### src/rtl/hedios_packet_engine_if.sv
// RX/TX packet queue signals shared by the packet engine and the host-side queues.
// The RX queue is first-word-fall-through: command/data are valid whenever rx_empty is low.
interface hedios_packet_engine_if;
  logic        rx_empty;
  logic        rx_lost_data;
  logic [7:0]  rx_command;
  logic [31:0] rx_data;
  logic        rx_pop_packet;
  logic        tx_full;
  logic [7:0]  tx_command;
  logic [31:0] tx_data;
  logic        tx_push_packet;

  modport master (
    input  rx_empty, rx_lost_data, rx_command, rx_data, tx_full,
    output rx_pop_packet, tx_command, tx_data, tx_push_packet
  );

  modport slave (
    output rx_empty, rx_lost_data, rx_command, rx_data, tx_full,
    input  rx_pop_packet, tx_command, tx_data, tx_push_packet
  );
endinterface

### src/rtl/hedios_packet_engine.sv
// Host command engine: decodes one RX packet per pass, drives slot/action/reset side effects,
// answers on TX and interleaves periodic stream samples of a read slot.
module hedios_packet_engine #(
  parameter int unsigned RD_SLOT_COUNT = 4,
  parameter int unsigned WR_SLOT_COUNT = 2,
  parameter int unsigned ACTION_COUNT  = 2,
  parameter logic [15:0] VERSION       = 16'h0002,
  parameter int unsigned RST_PULSE     = 16
) (
  input  logic                        clk,
  input  logic                        rst,
  hedios_packet_engine_if.master      bus,
  input  logic [32*RD_SLOT_COUNT-1:0] rd_slots,
  output logic [32*WR_SLOT_COUNT-1:0] wr_slots,
  output logic [ACTION_COUNT-1:0]     action_req,
  input  logic [ACTION_COUNT-1:0]     action_ack,
  output logic [32*ACTION_COUNT-1:0]  action_param,
  output logic                        rst_device
);

  localparam int unsigned RdW  = (RD_SLOT_COUNT > 1) ? $clog2(RD_SLOT_COUNT) : 1;
  localparam int unsigned WrW  = (WR_SLOT_COUNT > 1) ? $clog2(WR_SLOT_COUNT) : 1;
  localparam int unsigned ActW = (ACTION_COUNT > 1) ? $clog2(ACTION_COUNT) : 1;
  localparam int unsigned RstW = $clog2(RST_PULSE + 1);

  localparam logic [7:0] CmdPing     = 8'h01;
  localparam logic [7:0] CmdRead     = 8'h02;
  localparam logic [7:0] CmdWrIdx    = 8'h03;
  localparam logic [7:0] CmdWrData   = 8'h04;
  localparam logic [7:0] CmdSetParam = 8'h05;
  localparam logic [7:0] CmdAction   = 8'h06;
  localparam logic [7:0] CmdStream   = 8'h07;
  localparam logic [7:0] CmdRstDev   = 8'h08;
  localparam logic [7:0] RspPing     = 8'h81;
  localparam logic [7:0] RspStream   = 8'h90;
  localparam logic [7:0] RspErr      = 8'hEE;

  typedef enum logic [1:0] {StIdle, StExec, StResp} state_e;

  state_e                  state_q, state_d;
  logic [7:0]              cmd_q, cmd_d;
  logic [31:0]             data_q, data_d;
  logic [7:0]              resp_cmd_q, resp_cmd_d;
  logic [31:0]             resp_data_q, resp_data_d;
  logic [15:0]             wr_idx_q, wr_idx_d;
  logic [31:0]             param_q, param_d;
  logic [31:0]             wr_slots_q [WR_SLOT_COUNT];
  logic [31:0]             wr_slots_d [WR_SLOT_COUNT];
  logic [ACTION_COUNT-1:0] action_req_q, action_req_d;
  logic [31:0]             action_param_q [ACTION_COUNT];
  logic [31:0]             action_param_d [ACTION_COUNT];
  logic [RdW-1:0]          stream_idx_q, stream_idx_d;
  logic [15:0]             period_q, period_d;
  logic [15:0]             period_cnt_q, period_cnt_d;
  logic                    stream_pend_q, stream_pend_d;
  logic [31:0]             stream_data_q, stream_data_d;
  logic [7:0]              drop_cnt_q, drop_cnt_d;
  logic                    lost_sticky_q, lost_sticky_d;
  logic [RstW-1:0]         rst_cnt_q, rst_cnt_d;

  logic [31:0] rd_arr [RD_SLOT_COUNT];
  logic [15:0] idx;
  logic        rd_ok, wr_ok, act_ok, wr_idx_ok;
  logic        tick, resp_push, stream_push;
  logic [31:0] err_range, err_busy, err_unknown;

  for (genvar i = 0; i < RD_SLOT_COUNT; i++) begin : g_rd
    assign rd_arr[i] = rd_slots[32*i +: 32];
  end
  for (genvar i = 0; i < WR_SLOT_COUNT; i++) begin : g_wr
    assign wr_slots[32*i +: 32] = wr_slots_q[i];
  end
  for (genvar i = 0; i < ACTION_COUNT; i++) begin : g_act
    assign action_param[32*i +: 32] = action_param_q[i];
  end

  assign idx         = data_q[15:0];
  assign rd_ok       = {16'h0, idx} < RD_SLOT_COUNT;
  assign wr_ok       = {16'h0, idx} < WR_SLOT_COUNT;
  assign act_ok      = {16'h0, idx} < ACTION_COUNT;
  assign wr_idx_ok   = {16'h0, wr_idx_q} < WR_SLOT_COUNT;
  assign err_range   = {16'h0, 8'h01, cmd_q};
  assign err_unknown = {16'h0, 8'h02, cmd_q};
  assign err_busy    = {16'h0, 8'h03, cmd_q};

  // A command response always wins the TX port; the stream sample waits for a free cycle.
  assign resp_push   = (state_q == StResp) & ~bus.tx_full;
  assign stream_push = stream_pend_q & ~bus.tx_full & ~resp_push;

  assign bus.tx_push_packet = resp_push | stream_push;
  assign bus.tx_command     = resp_push ? resp_cmd_q : (stream_push ? RspStream : 8'h00);
  assign bus.tx_data        = resp_push ? resp_data_q : (stream_push ? stream_data_q : 32'h0);
  // Gated by rst so the pop strobe stays low while reset is held even if the queue is not empty.
  assign bus.rx_pop_packet  = rst & (state_q == StIdle) & ~bus.rx_empty;
  assign action_req         = action_req_q;
  assign rst_device         = (rst_cnt_q != '0);

  always_comb begin
    state_d        = state_q;
    cmd_d          = cmd_q;
    data_d         = data_q;
    resp_cmd_d     = resp_cmd_q;
    resp_data_d    = resp_data_q;
    wr_idx_d       = wr_idx_q;
    param_d        = param_q;
    wr_slots_d     = wr_slots_q;
    action_req_d   = action_req_q & ~action_ack;
    action_param_d = action_param_q;
    stream_idx_d   = stream_idx_q;
    period_d       = period_q;
    period_cnt_d   = period_cnt_q;
    stream_pend_d  = stream_pend_q & ~stream_push;
    stream_data_d  = stream_data_q;
    drop_cnt_d     = drop_cnt_q;
    lost_sticky_d  = lost_sticky_q;
    rst_cnt_d      = (rst_cnt_q != '0) ? rst_cnt_q - RstW'(1) : rst_cnt_q;
    tick           = 1'b0;

    if (period_q != 16'h0) begin
      if (period_cnt_q == period_q - 16'h1) begin
        tick         = 1'b1;
        period_cnt_d = 16'h0;
      end else begin
        period_cnt_d = period_cnt_q + 16'h1;
      end
    end

    // Single-entry stream buffer: a tick that finds it still occupied is counted as a drop.
    if (tick) begin
      if (stream_pend_d) begin
        if (drop_cnt_q != 8'hFF) drop_cnt_d = drop_cnt_q + 8'h1;
      end else begin
        stream_pend_d = 1'b1;
        stream_data_d = rd_arr[stream_idx_q];
      end
    end

    if (resp_push && resp_cmd_q == RspPing) lost_sticky_d = 1'b0;
    if (bus.rx_lost_data) lost_sticky_d = 1'b1;

    unique case (state_q)
      StIdle: begin
        if (!bus.rx_empty) begin
          cmd_d   = bus.rx_command;
          data_d  = bus.rx_data;
          state_d = StExec;
        end
      end
      StExec: begin
        state_d     = StResp;
        resp_cmd_d  = cmd_q | 8'h80;
        resp_data_d = data_q;
        case (cmd_q)
          CmdPing: begin
            resp_data_d = {VERSION, drop_cnt_q, 7'h0, lost_sticky_q};
            drop_cnt_d  = 8'h0;
          end
          CmdRead: begin
            if (rd_ok) resp_data_d = rd_arr[idx[RdW-1:0]];
            else begin resp_cmd_d = RspErr; resp_data_d = err_range; end
          end
          CmdWrIdx: begin
            if (wr_ok) begin
              wr_idx_d    = idx;
              resp_data_d = {16'h0, idx};
            end else begin resp_cmd_d = RspErr; resp_data_d = err_range; end
          end
          CmdWrData: begin
            if (wr_idx_ok) begin
              wr_slots_d[wr_idx_q[WrW-1:0]] = data_q;
              resp_data_d = {16'h0, wr_idx_q};
            end else begin resp_cmd_d = RspErr; resp_data_d = err_range; end
          end
          CmdSetParam: param_d = data_q;
          CmdAction: begin
            if (!act_ok) begin
              resp_cmd_d  = RspErr;
              resp_data_d = err_range;
            end else if (action_req_q[idx[ActW-1:0]] && !action_ack[idx[ActW-1:0]]) begin
              resp_cmd_d  = RspErr;
              resp_data_d = err_busy;
            end else begin
              action_param_d[idx[ActW-1:0]] = param_q;
              action_req_d[idx[ActW-1:0]]   = 1'b1;
              resp_data_d = {16'h0, idx};
            end
          end
          CmdStream: begin
            if (data_q[31:16] != 16'h0 && !rd_ok) begin
              resp_cmd_d  = RspErr;
              resp_data_d = err_range;
            end else begin
              stream_idx_d = idx[RdW-1:0];
              period_d     = data_q[31:16];
              period_cnt_d = 16'h0;
            end
          end
          CmdRstDev: rst_cnt_d = RstW'(RST_PULSE);
          default: begin
            resp_cmd_d  = RspErr;
            resp_data_d = err_unknown;
          end
        endcase
      end
      StResp: begin
        if (!bus.tx_full) state_d = StIdle;
      end
      default: state_d = StIdle;
    endcase
  end

  always_ff @(posedge clk or negedge rst) begin
    if (!rst) begin
      state_q        <= StIdle;
      cmd_q          <= '0;
      data_q         <= '0;
      resp_cmd_q     <= '0;
      resp_data_q    <= '0;
      wr_idx_q       <= '0;
      param_q        <= '0;
      wr_slots_q     <= '{default: '0};
      action_req_q   <= '0;
      action_param_q <= '{default: '0};
      stream_idx_q   <= '0;
      period_q       <= '0;
      period_cnt_q   <= '0;
      stream_pend_q  <= 1'b0;
      stream_data_q  <= '0;
      drop_cnt_q     <= '0;
      lost_sticky_q  <= 1'b0;
      rst_cnt_q      <= '0;
    end else begin
      state_q        <= state_d;
      cmd_q          <= cmd_d;
      data_q         <= data_d;
      resp_cmd_q     <= resp_cmd_d;
      resp_data_q    <= resp_data_d;
      wr_idx_q       <= wr_idx_d;
      param_q        <= param_d;
      wr_slots_q     <= wr_slots_d;
      action_req_q   <= action_req_d;
      action_param_q <= action_param_d;
      stream_idx_q   <= stream_idx_d;
      period_q       <= period_d;
      period_cnt_q   <= period_cnt_d;
      stream_pend_q  <= stream_pend_d;
      stream_data_q  <= stream_data_d;
      drop_cnt_q     <= drop_cnt_d;
      lost_sticky_q  <= lost_sticky_d;
      rst_cnt_q      <= rst_cnt_d;
    end
  end

endmodule

### src/flat_wrapper.sv
// flat-port wrapper written by rule: the top's interface ports become plain ports
module hedios_packet_engine_flat 
#(
  parameter int unsigned RD_SLOT_COUNT = 4,
  parameter int unsigned WR_SLOT_COUNT = 2,
  parameter int unsigned ACTION_COUNT  = 2,
  parameter logic [15:0] VERSION       = 16'h0002,
  parameter int unsigned RST_PULSE     = 16
)
  (clk, rst, rd_slots, wr_slots, action_req, action_ack, action_param, rst_device, bus_rx_empty, bus_rx_lost_data, bus_rx_command, bus_rx_data, bus_tx_full, bus_rx_pop_packet, bus_tx_command, bus_tx_data, bus_tx_push_packet);
  hedios_packet_engine_if bus_i ();
  input  logic clk;
  input  logic rst;
  input  logic [32*RD_SLOT_COUNT-1:0] rd_slots;
  output logic [32*WR_SLOT_COUNT-1:0] wr_slots;
  output logic [ACTION_COUNT-1:0] action_req;
  input  logic [ACTION_COUNT-1:0] action_ack;
  output logic [32*ACTION_COUNT-1:0] action_param;
  output logic rst_device;
  input wire logic [$bits(bus_i.rx_empty)-1:0] bus_rx_empty;
  input wire logic [$bits(bus_i.rx_lost_data)-1:0] bus_rx_lost_data;
  input wire logic [$bits(bus_i.rx_command)-1:0] bus_rx_command;
  input wire logic [$bits(bus_i.rx_data)-1:0] bus_rx_data;
  input wire logic [$bits(bus_i.tx_full)-1:0] bus_tx_full;
  output wire logic [$bits(bus_i.rx_pop_packet)-1:0] bus_rx_pop_packet;
  output wire logic [$bits(bus_i.tx_command)-1:0] bus_tx_command;
  output wire logic [$bits(bus_i.tx_data)-1:0] bus_tx_data;
  output wire logic [$bits(bus_i.tx_push_packet)-1:0] bus_tx_push_packet;
  assign bus_i.rx_empty = bus_rx_empty;
  assign bus_i.rx_lost_data = bus_rx_lost_data;
  assign bus_i.rx_command = bus_rx_command;
  assign bus_i.rx_data = bus_rx_data;
  assign bus_i.tx_full = bus_tx_full;
  assign bus_rx_pop_packet = bus_i.rx_pop_packet;
  assign bus_tx_command = bus_i.tx_command;
  assign bus_tx_data = bus_i.tx_data;
  assign bus_tx_push_packet = bus_i.tx_push_packet;
  hedios_packet_engine #(.RD_SLOT_COUNT(RD_SLOT_COUNT), .WR_SLOT_COUNT(WR_SLOT_COUNT), .ACTION_COUNT(ACTION_COUNT), .VERSION(VERSION), .RST_PULSE(RST_PULSE)) u_core (.clk(clk), .rst(rst), .bus(bus_i), .rd_slots(rd_slots), .wr_slots(wr_slots), .action_req(action_req), .action_ack(action_ack), .action_param(action_param), .rst_device(rst_device));
endmodule
### config.mk
export PLATFORM = sky130hd
export DESIGN_NAME = hedios_packet_engine_flat
export DESIGN_NICKNAME = d
export VERILOG_FILES = /design/src/rtl/hedios_packet_engine_if.sv /design/src/rtl/hedios_packet_engine.sv /design/src/flat_wrapper.sv
export SDC_FILE = /design/constraint.sdc
export NUM_CORES = 1
export LEC_CHECK = 0
export CAP_MARGIN = 20
export CORE_ASPECT_RATIO = 1.5
export CORE_MARGIN = 2
export CORE_UTILIZATION = 51
export DETAILED_ROUTE_END_ITERATION = 12
export PLACE_DENSITY = 0.77
export SLEW_MARGIN = 10
export SYNTH_ARGS = -nofsm -noshare
export SYNTH_HDL_FRONTEND = slang
export SYNTH_SLANG_ARGS = --single-unit
### constraint.sdc
create_clock -name clk -period 4.1 [get_ports clk]
set_input_delay 0.82 -clock clk [delete_from_list [all_inputs] [get_ports clk]]
set_output_delay 0.82 -clock clk [all_outputs]
set_load 0.03 [all_outputs]
==> impl_summary.txt, run 1 <==
----------------------------------------------------
[CTS]
  Post-CTS clock slew at the launch and capture registers of the worst setup and hold paths ... roughly 0.060 ns
  PostCTS Resize Cnt ... 0
  Clock tree from TritonCTS ... done
  Buffers inserted by post-CTS timing repair ... 0
  CTS max path bufs ... 3
  Number of buffers inserted for hold repair after clock tree synthesis ... 0
  Clock tree root driver cell ... sky130_fd_sc_hd__clkbuf_16
  Insertion delay of the later-clocked pin in the worst-skew pair ... 0.52 ns
  Total number of H-tree levels ... 2
  TritonCTS sink count ... 341
  Clock buffers created by TritonCTS ... 34

[Drt]
  Post-detailed-routing wire length ... between 40000 and 50000 µm
  First-pass iteration count of the detailed router ... 5
  Average wire per cell in the routed design ... 24.57 µm
  Vias ... around 12000
  Residual DRC count ... 0
  Number of vias per cell after detailed routing ... 5.993
  Starting DRT DRC Count ... 663
  Remaining number of nets flagged by the antenna check after routing ... 0

[Logic synthesis]
  Synthesis warning total ... 0
  Syn avg cell area ... about 13 µm²
  Count of flip-flops with a built-in enable after synthesis ... 0
  Area share of the largest cell type after synthesis ... 0.5277
  Dominant cells by area after synthesis ... sky130_fd_sc_hd__dfrtp_1, sky130_fd_sc_hd__mux2_2, sky130_fd_sc_hd__mux4_2
  Post-Syn Nets ... 1394
  Total of flip-flops plus latches after synthesis ... 341
  Post-synthesis async set-or-reset flop share ... 1.000
  Primary FF master, synth ... sky130_fd_sc_hd__dfrtp_1
  Gate count of the mapped netlist ... 1214
  Library cells used by synthesis ... 57
  Cell area after synthesis ... 16170 µm²
  Post-synthesis sequential area ratio ... 0.5277
  Largest area contributor in the synthesized netlist ... sky130_fd_sc_hd__dfrtp_1

[Die]
  Row cnt ... 79
  Die area ... around 33000 µm²
  Horizontal extent of the die ... around 150 µm
  IO Count ... 348
  Height of the die ... 222.1 µm
  Core Footprint ... 31140 µm²
  Initial Utilization ... 0.5194

[Critical path]
  Critical Path RT ... 3.28 ns
  R2r setup slk ... ~0.75 ns
  Timing startpoint of the critical path ... bus_tx_full
  Startpoint type of the worst setup path ... input port
  FF-to-FF path depth ... 9
  Crit path kind ... in2out
  Worst R2R Start ... u_core.period_q[2]
  Largest fanout on the critical path ... 23
  Endpoint of the worst register-to-register path ... u_core.stream_data_q[18]
  End point of the critical path ... bus_tx_data[30]
  Crit end category ... output port
  Arrival time at the worst endpoint ... 3.02 ns

[Finish]
  Signed area change from the synthesized netlist to the final layout ... 30.96%
  Core utilization of the finished layout ... 0.6802
  Antenna diode count ... 0
  Commonest cells after routing, fill and taps aside ... sky130_fd_sc_hd__clkdlybuf4s50_1, sky130_fd_sc_hd__dfrtp_1, sky130_fd_sc_hd__mux2_2
  Fraction of final layout cells sized beyond drive strength 1 ... 0.2578
  Net count reported at finish ... 1723
  Number of non-filler instances in the completed layout ... between 1500 and 2000
  Number of filler cells placed in the layout ... 2288

[Timing]
  Max Fclk ... 0.2601 GHz
  Final number of max-transition violations ... 0
  Fin Setup TNS ... 0 ns
  Fin. Hold Viols ... 0
  Final Cycle Share ... 0.9376
  Minimum hold slack ... 0.1807 ns
  Measured slew at the worst slew-check pin ... 1.131 ns
  Headroom to the max-slew limit ... 0.2461
  Maximum clock skew at final layout ... 0.01571 ns
  Setup violations, final ... 0
  Unrepaired setup endpoints after global routing ... false
  Min cycle time layout ... a little under 4 ns

[GRT]
  First-pass GRT wire length ... around 74000 µm
  Final global-route overflow total ... 0
  Global-route usage over all layers ... 0.2943
  Antenna violations before repair ... 1
  Vias in the first global route ... 12604
  Pin count of the biggest net entering global routing ... roughly 170

[Outcome]
  Result of the run ... completed

[Power and ir drop]
  Internal power ... ~6.8 mW
  Switch share ... 0.3290
  Total power divided by cell area ... 480.9 nW/µm²
  Gate power share ... 0.238
  Part of the power in the clock network ... 0.301
  Leak ... 9.479 nW
  Power consumption ... 10.18 mW
  Max IR drop VDD ... 0.0003268 V
  Reg power frac ... 0.461
  Sw Pwr ... approximately 3.4 mW

[Worst hold path]
  Class of the tightest hold or removal check ... in2async

[Place]
  Post-detailed-placement half-perimeter wirelength ... 33990 µm
  Count of buffers inserted at the top-level ports ... 347
  Cell count after placement ... approximately 1900
  GPL Wtd Cong ... a little over 0.9

[Job]
  Max-cap violations ... 0

----------------------------------------------------
worst max-delay path, stage by stage:
cell and delay, ns:
sky130_fd_sc_hd__clkdlybuf4s50_1 0.52, sky130_fd_sc_hd__nor3b_2 0.36, sky130_fd_sc_hd__buf_4 0.41, sky130_fd_sc_hd__a22o_1 0.23, sky130_fd_sc_hd__clkdlybuf4s50_1 0.67
power by group through the flow:
stage          logic [mW]  clock network (mW)  registers [mW]
3_3_place_gp         2.36                   0            4.72
2_1_floorplan        1.60                   0            4.31
3_5_place_dp         2.42                   0            4.74
4_1_cts              2.44                3.13            4.68
5_1_grt              2.60                3.26            4.76
6_report             2.43                3.06            4.69
stage by stage:
step           instance area [µm²]  setup slack, ns
5_1_grt                      21180           0.1832
4_1_cts                      21180           0.2610
3_5_place_dp                 20080           0.2887
2_1_floorplan                16170            1.183
3_3_place_gp                 20080           0.3780
6_report                     21180           0.2557
kinds of logic (layout without fill, tap and decap cells):
kind of cell               count (synthesis)  count (layout)  share of synthesized area
AOI/OAI and AO/OA                        136             136                    0.06019
xor gates and xnor gates                  42              42                    0.02275
adders and majority gates                  5               5                   0.003868
buffers and inverters                     87             440                    0.02213
DFF                                      341             341                     0.5277
muxes                                    321             321                     0.2736
and+or+nand+nor                          282             282                    0.08983
registers in the layout, indices dropped and copies added, names as in the netlist, 16 cells and up:
name                  count
u_core.action_param      64
u_core.data_q            32
u_core.param_q           32
u_core.period_cnt_q      16
u_core.period_q          16
u_core.resp_data_q       32
u_core.stream_data_q     32
u_core.wr_idx_q          16
u_core.wr_slots          64
metal layers:
layer | GRT usage | wire [µm] | vias up | part of all wire
met2 | 0.4990 | 24530 | 467 | 0.51
li1 | - | - | 5146 | -
met3 | 0.06523 | 3428 | 106 | 0.071
met5 | 0 | 11 | - | 0.00023
met4 | 0.1171 | 1931 | 2 | 0.040
met1 | 0.3645 | 18540 | 6097 | 0.38
synthesized netlist by cell type (3+ instances only):
library cell	count
sky130_fd_sc_hd__and2_1	8
sky130_fd_sc_hd__nand4_1	14
sky130_fd_sc_hd__o21a_1	5
sky130_fd_sc_hd__xnor2_1	28
sky130_fd_sc_hd__o21ai_0	17
sky130_fd_sc_hd__a221oi_1	27
sky130_fd_sc_hd__buf_2	7
sky130_fd_sc_hd__a22o_1	32
sky130_fd_sc_hd__xor2_1	14
sky130_fd_sc_hd__nand3_1	19
sky130_fd_sc_hd__nor2_1	88
sky130_fd_sc_hd__ha_1	5
sky130_fd_sc_hd__mux4_2	63
sky130_fd_sc_hd__mux2_4	30
sky130_fd_sc_hd__buf_6	3
sky130_fd_sc_hd__nor4_1	15
sky130_fd_sc_hd__mux2i_1	10
sky130_fd_sc_hd__dfrtp_1	341
sky130_fd_sc_hd__and3_1	9
sky130_fd_sc_hd__nand2b_1	10
sky130_fd_sc_hd__nor2b_1	18
sky130_fd_sc_hd__clkbuf_1	57
sky130_fd_sc_hd__mux2_1	16
sky130_fd_sc_hd__nand3b_1	4
sky130_fd_sc_hd__nand4b_1	4
sky130_fd_sc_hd__buf_1	9
sky130_fd_sc_hd__o31ai_1	3
sky130_fd_sc_hd__nor4_4	3
sky130_fd_sc_hd__nor3_1	19
sky130_fd_sc_hd__inv_1	11
sky130_fd_sc_hd__a21oi_1	32
sky130_fd_sc_hd__mux2_2	202
sky130_fd_sc_hd__nand2_1	53
sky130_fd_sc_hd__a21o_1	3
cell type report:
cell class | count | area, µm² | share of cell area
flip-flops and latches | 341 | 8541 | 0.4033
multi-input cells | 786 | 7348 | 0.3470
repair buffers | 369 | 3646 | 0.1722
clock buffers | 48 | 994.7 | 0.04697
well taps | 405 | 506.7 | 0.02393
clock inverters | 12 | 101.3 | 0.004785
inverters | 11 | 41.29 | 0.001950
worst min-delay path by stage:
stage,from,endpoint
2_1_floorplan,u_core.resp_data_q[17],u_core.resp_data_q[17]
3_3_place_gp,u_core.rst_cnt_q[4],u_core.rst_cnt_q[4]
3_5_place_dp,u_core.stream_data_q[31],u_core.stream_data_q[31]
4_1_cts,rst,u_core.cmd_q[1]
5_1_grt,rst,u_core.resp_cmd_q[6]
6_report,rst,u_core.cmd_q[1]
Note: power is estimated with default switching activity, not from simulation.
==> run 2, diff against run 1 <==
CTS_CLUSTER_SIZE = 28   (was unset)
==> results of run 2 <==
Final layout, timing and power as in run 1 (identical DEF).
==> run 3, diff against run 2 <==
CORE_MARGIN = unset   (was 2)
==> impl_summary.txt, run 3 (synthesis gave the netlist of run 1 again) <==
----------------------------------------------------
[Outcome]
  Result of the run ... completed (unchanged)

[Critical path]
  Startpoint type of the worst setup path ... input port (unchanged)
  Worst R2R Start ... u_core.period_q[2] (unchanged)
  Critical Path RT ... 3.28 ns (about the same)
  FF-to-FF path depth ... 9 (unchanged)
  Largest fanout on the critical path ... 16 (was 23)
  End point of the critical path ... bus_tx_data[7] (was bus_tx_data[30])
  Arrival time at the worst endpoint ... 3.21 ns (was 3.02 ns)
  R2r setup slk ... 0.72 ns (was 0.75 ns)
  Crit end category ... output port (unchanged)
  Timing startpoint of the critical path ... bus_tx_full (unchanged)
  Endpoint of the worst register-to-register path ... u_core.stream_data_q[5] (was u_core.stream_data_q[18])
  Crit path kind ... in2out (unchanged)

[Die]
  Row cnt ... 79 (unchanged)
  Die area ... 32440 µm² (was 33180 µm²)
  Core Footprint ... 31140 µm² (unchanged)
  Height of the die ... 220.1 µm (was 222.1 µm)
  Horizontal extent of the die ... 147.4 µm (was 149.4 µm)
  IO Count ... 348 (unchanged)
  Initial Utilization ... 0.5194 (unchanged)

[GRT]
  Routing layer with the top usage in global route ... met2 (unchanged)
  Global-route usage over all layers ... 0.3005 (was 0.2943)
  Vias in the first global route ... 12510 (was 12604)
  GRT met3 Usage ... 0.07474 (was 0.06523)
  Final global-route overflow total ... 0 (unchanged)
  GR met2 Demand/Resource ... 0.4921 (was 0.4990)
  Pin count of the biggest net entering global routing ... 184 (was 174)
  Met1 capacity usage during global routing ... 0.3683 (was 0.3645)
  First-pass GRT wire length ... 73040 µm (was 74310 µm)
  Antenna violations before repair ... 4 (was 1)

[Drt]
  Residual DRC count ... 0 (unchanged)
  Vias ... 11788 (was 11818)
  Number of vias per cell after detailed routing ... 5.963 (was 5.993)
  Post-detailed-routing wire length ... 48150 µm (was 48450 µm)
  First-pass iteration count of the detailed router ... 5 (unchanged)
  Remaining number of nets flagged by the antenna check after routing ... 0 (unchanged)
  Average wire per cell in the routed design ... 24.36 µm (was 24.57 µm)
  Starting DRT DRC Count ... 697 (was 663)

[CTS]
  Clock tree root driver cell ... sky130_fd_sc_hd__clkbuf_16 (unchanged)
  Post-CTS clock slew at the launch and capture registers of the worst setup and hold paths ... 0.06 ns (about the same)
  Insertion delay of the later-clocked pin in the worst-skew pair ... 0.54 ns (was 0.52 ns)
  Total number of H-tree levels ... 2 (unchanged)
  Clock tree from TritonCTS ... done (unchanged)
  Number of buffers inserted for hold repair after clock tree synthesis ... 0 (unchanged)
  Clock buffers created by TritonCTS ... 35 (was 34)
  TritonCTS sink count ... 341 (unchanged)
  CTS max path bufs ... 3 (unchanged)

[Job]
  Max-cap violations ... 0 (unchanged)

[Place]
  Post-detailed-placement half-perimeter wirelength ... 33340 µm (was 33990 µm)
  GPL Wtd Cong ... 0.8850 (was 0.9137)
  Post-place setup slack ... 0.04551 ns (was 0.2887 ns)
  Area post-placement ... 20080 µm² (about the same)
  Count of buffers inserted at the top-level ports ... 347 (unchanged)

[Finish]
  Area of all placed cells without fillers ... 21270 µm² (was 21180 µm²)
  Commonest cells after routing, fill and taps aside ... sky130_fd_sc_hd__dfrtp_1, sky130_fd_sc_hd__clkdlybuf4s50_1, sky130_fd_sc_hd__mux2_2 (was sky130_fd_sc_hd__clkdlybuf4s50_1, sky130_fd_sc_hd__dfrtp_1, sky130_fd_sc_hd__mux2_2)
  Number of filler cells placed in the layout ... 2285 (was 2288)
  Core utilization of the finished layout ... 0.6830 (was 0.6802)
  Fraction of final layout cells sized beyond drive strength 1 ... 0.2556 (was 0.2578)
  Signed area change from the synthesized netlist to the final layout ... 31.50% (was 30.96%)
  Net count reported at finish ... 1723 (unchanged)
  Most common library cell in the layout ignoring fill and taps ... sky130_fd_sc_hd__dfrtp_1

[Power and ir drop]
  Leak ... 9.514 nW (was 9.479 nW)
  Total power divided by cell area ... 487.2 nW/µm² (was 480.9 nW/µm²)
  Max IR drop VDD ... 0.0003956 V (was 0.0003268 V)

[Timing]
  Post-route setup slack ... 0.07038 ns (was 0.2557 ns)
  Min cycle time layout ... 4.030 ns (was 3.844 ns)
  Fin. Hold Viols ... 0 (unchanged)
  Max Fclk ... 0.2482 GHz (was 0.2601 GHz)
  Fin Setup TNS ... 0 ns (unchanged)
  Unrepaired setup endpoints after global routing ... false (unchanged)
  Headroom to the max-slew limit ... 0.2896 (was 0.2461)
  Setup violations, final ... 0 (unchanged)
  Maximum clock skew at final layout ... 0.03145 ns (was 0.01571 ns)
  Measured slew at the worst slew-check pin ... 1.066 ns (was 1.131 ns)
  Minimum hold slack ... 0.1443 ns (was 0.1807 ns)
  Final number of max-transition violations ... 0 (unchanged)
  Final Cycle Share ... 0.9828 (was 0.9376)

[Worst hold path]
  Class of the tightest hold or removal check ... in2async (unchanged)

----------------------------------------------------
run 3: cell types whose count changed in the layout (fill, tap and decap cells not counted), sizes merged:
cell / before / now
clkbuf: 48 / 54
clkinvlp: 5 / 1
diode: 0 / 3
bufinv: 1 / 3
buf: 32 / 31
clkdlybuf4s50: 337 / 336
clkinv: 5 / 4
nor2: 88 / 89
run 3: how the worst min path moves through the flow:
stage | from | end | slack, ns | depth (start not counted)
2_1_floorplan | u_core.resp_data_q[17] | u_core.resp_data_q[17] | 0.45 | 2
3_3_place_gp | u_core.rst_cnt_q[4] | u_core.rst_cnt_q[4] | 0.46 | 1
3_5_place_dp | u_core.wr_idx_q[11] | u_core.wr_idx_q[11] | 0.49 | 1
6_report | rst | u_core.stream_data_q[4] | 0.14 | 1
5_1_grt | rst | u_core.stream_data_q[4] | 0.15 | 1
4_1_cts | rst | u_core.stream_data_q[4] | 0.14 | 1
run 3: final cells by class:
cell class | instances | area (µm²) | area share
Antenna cell | 3 | 7.507 | 0.0003530
Clock buffer | 54 | 1028 | 0.04836
Clock inverter | 9 | 137.6 | 0.006472
Inverter | 11 | 41.29 | 0.001942
Multi-Input combinational cell | 787 | 7360 | 0.3461
Sequential cell | 341 | 8541 | 0.4016
Tap cell | 405 | 506.7 | 0.02383
Timing Repair Buffer | 367 | 3645 | 0.1714
run 3: metrics by stage:
step	power (mW)	instances
2_1_floorplan	5.910	1214
3_3_place_gp	7.082	1910
3_5_place_dp	7.139	1910
4_1_cts	10.41	1973
5_1_grt	10.80	1976
6_report	10.36	1977
run 3: worst max-delay path, cell delays in order:
cell	delay [ns]
sky130_fd_sc_hd__clkdlybuf4s50_1	0.48
sky130_fd_sc_hd__nand2b_1	0.32
sky130_fd_sc_hd__nor2_4	0.68
sky130_fd_sc_hd__a22o_1	0.23
sky130_fd_sc_hd__clkdlybuf4s50_1	0.67
run 3: layer usage:
layer  part of all wire  vias to the layer above
met2               0.48                      453
met1               0.38                     6059
met4              0.053                        2
li1                   -                     5145
met3              0.077                      129
met5            0.00023                        -
run 3: repair_timing:
item,4_1_cts,5_1_grt
endpoints found under the setup margin,0,20
resized for setup,0,2
hold endpoints to repair,0,0
buffers inserted,0,0
run 3: power breakdown:
part           internal [mW]  switching (mW)
Sequential              3.84           0.841
Combinational           1.24            1.19
Clock                   1.93            1.33
